--- src/rtl/mem_read_arbiter.sv ---
// mem_read_arbiter: shares the single node-memory read port between NUM_REQ requesters.
// One grant per cycle. A tag pipeline of RD_LAT+1 stages follows each read to its return.
// Out-of-range reads are granted but never reach memory. They return zero data with err.
// Optional feature: define ARB_RR_EN for round-robin arbitration (default: fixed priority).
module mem_read_arbiter #(
    parameter int unsigned NUM_REQ    = 4,
    parameter int unsigned WORD_WIDTH = 16,
    parameter int unsigned RD_LAT     = 2,
    parameter int unsigned MEM_DEPTH  = 1024
) (
    input  logic                          clk,
    input  logic                          rst_n,
    input  logic [NUM_REQ-1:0]            req,
    input  logic [NUM_REQ*WORD_WIDTH-1:0] req_addr,
    output logic [NUM_REQ-1:0]            gnt,
    output logic [NUM_REQ-1:0]            rvalid,
    output logic [WORD_WIDTH-1:0]         rdata,
    output logic                          err,
    output logic [WORD_WIDTH-1:0]         mem_addr,
    output logic                          mem_rd_en,
    input  logic [WORD_WIDTH-1:0]         mem_rdata,
    output logic                          busy
);

    localparam int unsigned IDX_W      = (NUM_REQ > 1) ? $clog2(NUM_REQ) : 1;
    localparam int unsigned NUM_STAGES = RD_LAT + 1;

    typedef struct packed {
        logic             valid;
        logic [IDX_W-1:0] idx;
        logic             err;
    } tag_t;

    logic                  any_req;
    logic [IDX_W-1:0]      win_idx;
    logic [WORD_WIDTH-1:0] win_addr;
    logic                  in_range;
    tag_t                  tag_in;

    logic [NUM_REQ-1:0]    gnt_q;
    logic                  mem_rd_en_q;
    logic [WORD_WIDTH-1:0] mem_addr_q;
    logic [WORD_WIDTH-1:0] rdata_q;
    tag_t [NUM_STAGES-1:0] tag_q;

`ifdef ARB_RR_EN
    logic [IDX_W-1:0] ptr_q;

    // Round-robin winner: search starts one past the last winner
    always_comb begin
        int unsigned cand;
        logic [IDX_W-1:0] cand_idx;
        cand     = 0;
        cand_idx = '0;
        any_req  = 1'b0;
        win_idx  = '0;
        for (int unsigned i = 1; i <= NUM_REQ; i++) begin
            cand     = (32'(ptr_q) + i) % NUM_REQ;
            cand_idx = IDX_W'(cand);
            if (!any_req && req[cand_idx]) begin
                any_req = 1'b1;
                win_idx = cand_idx;
            end
        end
    end

    // Pointer moves only on a grant; reset value makes requester 0 win first
    always_ff @(posedge clk or negedge rst_n) begin
        if (!rst_n) begin
            ptr_q <= IDX_W'(NUM_REQ - 1);
        end else if (any_req) begin
            ptr_q <= win_idx;
        end
    end
`else
    // Fixed priority: lowest requesting index wins
    always_comb begin
        any_req = 1'b0;
        win_idx = '0;
        for (int i = NUM_REQ - 1; i >= 0; i--) begin
            if (req[i]) begin
                any_req = 1'b1;
                win_idx = IDX_W'(i);
            end
        end
    end
`endif

    // Select the winner's address and classify it against the memory size
    always_comb begin
        win_addr = '0;
        for (int unsigned i = 0; i < NUM_REQ; i++) begin
            if (win_idx == IDX_W'(i)) begin
                win_addr = req_addr[i*WORD_WIDTH +: WORD_WIDTH];
            end
        end
        in_range     = (32'(win_addr) < MEM_DEPTH);
        tag_in.valid = any_req;
        tag_in.idx   = win_idx;
        tag_in.err   = any_req && !in_range;
    end

    // Grant pulse and memory strobe; mem_addr holds across out-of-range grants
    always_ff @(posedge clk or negedge rst_n) begin
        if (!rst_n) begin
            gnt_q       <= '0;
            mem_rd_en_q <= 1'b0;
            mem_addr_q  <= '0;
        end else begin
            gnt_q       <= any_req ? (NUM_REQ'(1) << win_idx) : '0;
            mem_rd_en_q <= any_req && in_range;
            if (any_req && in_range) begin
                mem_addr_q <= win_addr;
            end
        end
    end

    // Tag pipeline: stage k holds the read granted k+1 edges ago
    always_ff @(posedge clk or negedge rst_n) begin
        if (!rst_n) begin
            tag_q <= '0;
        end else begin
            tag_q <= {tag_q[NUM_STAGES-2:0], tag_in};
        end
    end

    // Capture returned data the edge before rvalid; out-of-range reads return zero
    always_ff @(posedge clk or negedge rst_n) begin
        if (!rst_n) begin
            rdata_q <= '0;
        end else if (tag_q[RD_LAT-1].valid) begin
            rdata_q <= tag_q[RD_LAT-1].err ? '0 : mem_rdata;
        end
    end

    // Return strobes decoded from the last tag stage; busy covers every stage
    always_comb begin
        rvalid = '0;
        if (tag_q[RD_LAT].valid) begin
            rvalid[tag_q[RD_LAT].idx] = 1'b1;
        end
        err  = tag_q[RD_LAT].valid & tag_q[RD_LAT].err;
        busy = 1'b0;
        for (int unsigned s = 0; s < NUM_STAGES; s++) begin
            busy = busy | tag_q[s].valid;
        end
    end

    assign gnt       = gnt_q;
    assign mem_rd_en = mem_rd_en_q;
    assign mem_addr  = mem_addr_q;
    assign rdata     = rdata_q;

endmodule

--- config.mk ---
export PLATFORM = sky130hd
export DESIGN_NAME = mem_read_arbiter
export DESIGN_NICKNAME = d
export VERILOG_FILES = /design/src/rtl/mem_read_arbiter.sv
export SDC_FILE = /design/constraint.sdc
export NUM_CORES = 1
export LEC_CHECK = 0
export CORE_ASPECT_RATIO = 0.8
export CORE_MARGIN = 2
export CORE_UTILIZATION = 42
export CTS_BUF_LIST = sky130_fd_sc_hd__clkbuf_4
export DETAILED_ROUTE_END_ITERATION = 8
export GPL_TIMING_DRIVEN = 0
export PLACE_DENSITY = 0.95
export SETUP_SLACK_MARGIN = 0.2
export SYNTH_ARGS = -nofsm -noshare
export SYNTH_HDL_FRONTEND = slang
export SYNTH_SLANG_ARGS = --single-unit
export TNS_END_PERCENT = 20
--- constraint.sdc ---
create_clock -name clk -period 1.56 [get_ports clk]
set_input_delay 0.468 -clock clk [delete_from_list [all_inputs] [get_ports clk]]
set_output_delay 0.468 -clock clk [all_outputs]
set_load 0.005 [all_outputs]
==> results.cfg, run 1 <==
[floorplan]
die_width_um = 84.3
die_h_um = 68.3
rows = 23
start_util_pct = 43.6
core_area_um2 = 4980
io_pins = 129
dieArea_um2 = 5760

[routing]
drt-initial-drc-count = 69
drc = 0
avgViaCountPerCell = 5.29
wl_per_cell_um = 17.6
drt_pass1_iterations = 4
vias = 2163
totalWireLength_mm = 7.19
ant_nets = 0

[min_path]
hp-class = in2async

[clocking]
clock_path_buffers = 2
cts_buffers = 5
cts.sinks = 49
clkLatencyLatePin_ns = 0.37
hold_buffers = 0
clockRootBuffer = clkbuf_4
path_clk_slew_ns = 0.14
cts_tree = done
htreeDepth = 2

[worst_setup_path]
critPathMaxStageDelay_ns = 0.50
startpoint_type = primary input
critPathArrivalTime_ns = 2.27
critical-path-top-delay-family = buffers and inverters
critical_path_class = in2reg
worstPathMaxFanout = 6
cp_cell_sequence = clkdlybuf4s50_1 -> nor4_4 -> o2bb2ai_4 -> nor4b_4 -> o211ai_4 -> buf_6 -> mux2_4
critPathBufInv = 2
cp-end-kind = flop
cpMaxStageDelayCell = clkdlybuf4s50_1
cp.required_ns = 1.83

[logic_synthesis]
synthArstFlopShare_pct = 100
synth_cell_type_count = 34
synth_nets = 282
ys_ff_latch = 49
synth_edf_count = 0
synth.area.top_cells = dfrtp_1, nand3b_1, o21ai_0, mux2_1, inv_1
ys_warn_count = 0
yosysTopAreaCell = dfrtp_1
synth_ff_type = dfrtp_1
netlist.area_leader.share_pct = 56.5
syn-mean-instance-area_um2 = 11.1
syn_inst = 196
syn_area_um2 = 2170
ys_seq_area_share_pct = 56.5

[timing]
final_max_slew_viol_count = 0
fmaxAchievable_mhz = 500
worst_pin_slew_ns = 0.475
finalCriticalPeriod_ns = 2.00
skew_ns = 0.0175
hold_ws_ns = 0.0359
hold_viol = 0
max-slew-margin-rel_pct = 68.3
postLayoutSetupSlackWorst_ns = -0.440
finalSetupViolCount = 23
period_share_pct = 128
rsz0062_at_grt = true

[finish]
finalNetCount = 433
syn_to_final_growth_pct = 69.4
layout_common_cells = clkdlybuf4s50_1, dfrtp_1, buf_2
mostFrequentLayoutCell = clkdlybuf4s50_1
drive_gt1_share_pct = 31.7
antennaDiodeCount = 0

[pwr]
pwr_density_cell_nw_per_um2 = 775
pwr-share-clk_pct = 19.2
peakVddDrop_uv = 507
p_switching_uw = 760
power_frac_seq_pct = 52.3
p_total_uw = 2850
intPower_uw = 2080
swShare_pct = 26.7
power_frac_comb_pct = 28.5
p_leak_uw = 0.00176

[outcome]
violations = negative setup slack
outcome = complete, but fails checks

[place]
hpwl_mm = 4.83
gpl.final_weighted_congestion = 0.775
io_buffers = 127

[global_route]
grt_usage_pct = 24.3
grt_max_degree = 31
grt_pass1_vias = 2189
antenna_found_initial = 0
grt_pass1_wl_mm = 10.7
grt_remaining_overflow = 0

[run]
drv_cap = 0
[worst reg2reg max path, stage by stage, from the launching register on]
cell and delay [ns]:
dfrtp_2 0.38, buf_4 0.13, clkbuf_1 0.37, nand3b_1 0.12
o21ai_0 0.10
[routing by layer]
| layer | global-route usage (%) | up-vias | part of all wire, % |
|---|---|---|---|
| li1 | - | 992 | - |
| met1 | 28.1 | 1023 | 38 |
| met2 | 43.8 | 127 | 50 |
| met3 | 6.76 | 21 | 8.8 |
| met4 | 9.52 | 0 | 2.9 |
| met5 | 0 | - | 0 |
[state kept, by name, summed over array words and instances (netlist names)]
name,count
gnt,4
mem_addr,16
rdata,16
tag_q,12
mem_rd_en,1
[cells in the mapped netlist, drive strengths merged (4+ instances only)]
cell / count
a221o: 6
a22o: 6
and2: 9
clkbuf: 7
dfrtp: 49
inv: 21
mux2: 10
nand2: 4
nand3b: 17
nor2: 15
nor3: 6
o21ai: 19
o22ai: 4
[final timing paths]
check | start | end | slack [ns] | cells after the start
worst max-delay path | req_addr[30] | mem_addr[9] | -0.44 | 7
worst min-delay path | rst_n | mem_addr[1] | 0.04 | 1
worst max register to register | tag_q[7] | rdata[4] | 0.38 | 4
worst min register to register | tag_q[0] | tag_q[4] | 0.35 | 0
max in group asynchronous | rst_n | tag_q[9] | 0.99 | 2
min in group clk | tag_q[0] | tag_q[4] | 0.35 | 0
[cells by family after synthesis]
family                 after synthesis  synth area share (%)
AO/OA/AOI/OAI                       42                  13.9
buffers and inverters               30                  5.54
flip-flops                          49                  56.5
multiplexers                        10                  5.71
AND/OR/NAND/NOR                     65                  18.3
[final cells by class]
| type | instances | area [µm²] |
|---|---|---|
| Fill cell | 342 | 1310 |
| Sequential cell | 49 | 1230 |
| Timing Repair Buffer | 144 | 1210 |
| Multi-Input combinational cell | 117 | 980 |
| Inverter | 21 | 78.8 |
| Tap cell | 62 | 77.6 |
| Buffer | 9 | 52.6 |
| Clock buffer | 5 | 37.5 |
| Clock inverter | 2 | 11.3 |
[timing repair]
| action | in CTS | in global routing |
|---|---|---|
| endpoints found under the setup margin | 65 | 61 |
| gates resized for setup | 218 | 24 |
| pin swaps | 10 | 14 |
| buffers inserted | 14 | 2 |
[per-stage QoR]
stage,worst slack [ns],cell area [µm²],setup TNS (ns),cells,utilization (%)
floorplan,-0.577,2180,-7.99,196,-
global placement,-1.29,3530,-83.85,385,70.9
detailed placement,-1.27,3550,-21.88,386,71.2
CTS,-0.364,3620,-6.77,407,72.7
global route,-0.452,3670,-8.26,409,73.8
finish,-0.440,3670,-7.65,409,73.8
[power groups by stage]
| stage | sequential (µW) | combinational [µW] | clock, µW |
|---|---|---|---|
| after floorplan | 1510 | 234 | 0 |
| after global placement | 1510 | 789 | 0 |
| after CTS | 1490 | 792 | 567 |
| after detailed placement | 1520 | 818 | 0 |
| after global routing | 1510 | 871 | 615 |
| final | 1490 | 811 | 545 |
Note: power is estimated with default switching activity, not from simulation.
==> run 2: changes to the inputs <==
--- a/config.mk
+++ b/config.mk
@@ -6,12 +6,13 @@
 export NUM_CORES = 1
 export LEC_CHECK = 0
 export CORE_ASPECT_RATIO = 0.8
-export CORE_MARGIN = 2
-export CORE_UTILIZATION = 42
+export CORE_MARGIN = 5
+export CORE_UTILIZATION = 65
 export CTS_BUF_LIST = sky130_fd_sc_hd__clkbuf_4
 export DETAILED_ROUTE_END_ITERATION = 8
+export DONT_BUFFER_PORTS = 1
 export GPL_TIMING_DRIVEN = 0
-export PLACE_DENSITY = 0.95
+export PLACE_DENSITY = 0.89
 export SETUP_SLACK_MARGIN = 0.2
 export SYNTH_ARGS = -nofsm -noshare
 export SYNTH_HDL_FRONTEND = slang
==> results.cfg, run 2 (synthesis results as in run 1) <==
[global_route]
antenna_found_initial = 0
grt_remaining_overflow = 0
grt_max_degree = 50
grt_pass1_vias = 1678
grt_usage_pct = 24.2
grt_pass1_wl_mm = 8.13

[place]
gpl.final_weighted_congestion = 0.807
dp_slack_ns = -0.859
dp_cells = 236
io_buffers = 0
hpwl_mm = 4.29
place_area_um2 = 2230

[timing]
postLayoutSetupSlackWorst_ns = -0.273
period_share_pct = 118
final_max_slew_viol_count = 0
max-slew-margin-rel_pct = 71.3
rsz0062_at_grt = true
fmaxAchievable_mhz = 545
hold_ws_ns = -0.231
finalSetupViolCount = 19
skew_ns = 0.00694
finalCriticalPeriod_ns = 1.83
hold_viol = 49
worst_pin_slew_ns = 0.425

[clocking]
clockRootBuffer = clkbuf_4
cts_buffers = 5
htreeDepth = 2
cts.sinks = 49
path_clk_slew_ns = 0.15
clkLatencyLatePin_ns = 0.37
clock_path_buffers = 2
cts_tree = done

[routing]
drt_pass1_iterations = 4
avgViaCountPerCell = 6.27
vias = 1575
totalWireLength_mm = 5.42
drc = 0
ant_nets = 0
wl_per_cell_um = 21.6
drt-initial-drc-count = 129

[floorplan]
die_h_um = 61.7
core_area_um2 = 3150
start_util_pct = 68.8
dieArea_um2 = 4600
die_width_um = 74.6
rows = 18
io_pins = 129

[finish]
finalNonFillerCells = 251
mostFrequentLayoutCell = dfrtp_1
syn_to_final_growth_pct = 10.2
layout_common_cells = dfrtp_1, inv_1, o21ai_0
antennaDiodeCount = 0
drive_gt1_share_pct = 17.1
finalNetCount = 296
finalInstanceArea_um2 = 2390

[worst_setup_path]
rr_worst_depth = 3
reg2reg_slack_ns = 0.37
worstPathMaxFanout = 5
critPathArrivalTime_ns = 2.09
critical_path_class = in2reg
cp.depth = 6
cp_cell_sequence = or4_4 -> o2bb2ai_2 -> nor4b_4 -> o211ai_4 -> buf_4 -> mux2_1
startpoint_type = primary input
cp-end-kind = flop
critPathMaxStageDelay_ns = 0.53
cpMaxStageDelayCell = or4_4
critical-path-top-delay-family = simple AND/OR/NAND/NOR gates
cp.required_ns = 1.82
critPathBufInv = 1

[min_path]
hp-class = in2async

[outcome]
outcome = complete, but fails checks
violations = negative hold slack, negative setup slack

[pwr]
p_leak_uw = 0.00105
p_total_uw = 2420
peakVddDrop_uv = 750
pwr_density_cell_nw_per_um2 = 1010

[run]
drv_cap = 0
## run 2: cell count changes in the layout (fill, tap and decap cells not counted), moves of 3 or more
cell             delta
dlygate4sd2_1       -9
and2_4              -5
clkdlybuf4s50_1    -66
mux2_1              +7
dlymetal6s2s_1      -3
and2_1              +5
buf_4               -4
mux2_4              -7
buf_6               -8
buf_2              -42
## run 2: final timing paths
kind | startpoint | to
worst min register to register | tag_q[0] | tag_q[4]
worst max-delay path | req_addr[14] | mem_addr[3]
max in group asynchronous | rst_n | rdata[2]
worst max register to register | tag_q[4] | rdata[9]
worst min-delay path | rst_n | tag_q[7]
min in group clk | mem_rdata[4] | rdata[4]
## run 2: per-stage QoR
stage                     hold WS, ns  TNS, ns  util, %
after CTS                      -0.242    -3.01     74.8
after floorplan                 0.172    -7.99        -
final                          -0.231    -4.06     75.8
after global routing           -0.275    -4.78     75.8
after detailed placement        0.174   -12.37     70.8
after global placement          0.174   -10.62     70.8
## run 2: cell type report
cell class / count / area [µm²]
plain buffers: 9 / 43.8
repair buffers: 7 / 65.1
flip-flops and latches: 49 / 1230
clock buffers: 5 / 37.5
inverters: 21 / 78.8
fillers: 224 / 764
clock inverters: 3 / 22.5
well taps: 40 / 50.0
multi-input cells: 117 / 863
## run 2: worst register-to-register path: cells and delay by family (launching register included)
kind	cells	cell delay (ns)
AOI/OAI and AO/OA	1	0.11
buffers and inverters	1	0.30
DFF	1	0.49
and+or+nand+nor	1	0.16
## run 2: repair_timing
item	4_1_cts	5_1_grt
buffers inserted	5	2
gates resized for setup	9	2
endpoints found under the setup margin	24	24
pin swaps	3	4
cloned	0	0
endpoints found under the hold margin	49	49
## run 2: power by group
| part | total (µW) | internal, µW | switching (µW) |
|---|---|---|---|
| logic | 294 | 173 | 121 |
| clock network | 599 | 180 | 420 |
| registers | 1530 | 1410 | 119 |
| total | 2420 | 1760 | 660 |
## run 2: layer usage
layer | track usage, % | share of wire [%] | vias up
met5 | 0 | 0 | -
met4 | 9.90 | 2.4 | 0
met3 | 11.1 | 13 | 11
met2 | 41.1 | 51 | 108
met1 | 26.8 | 34 | 745
li1 | - | - | 711
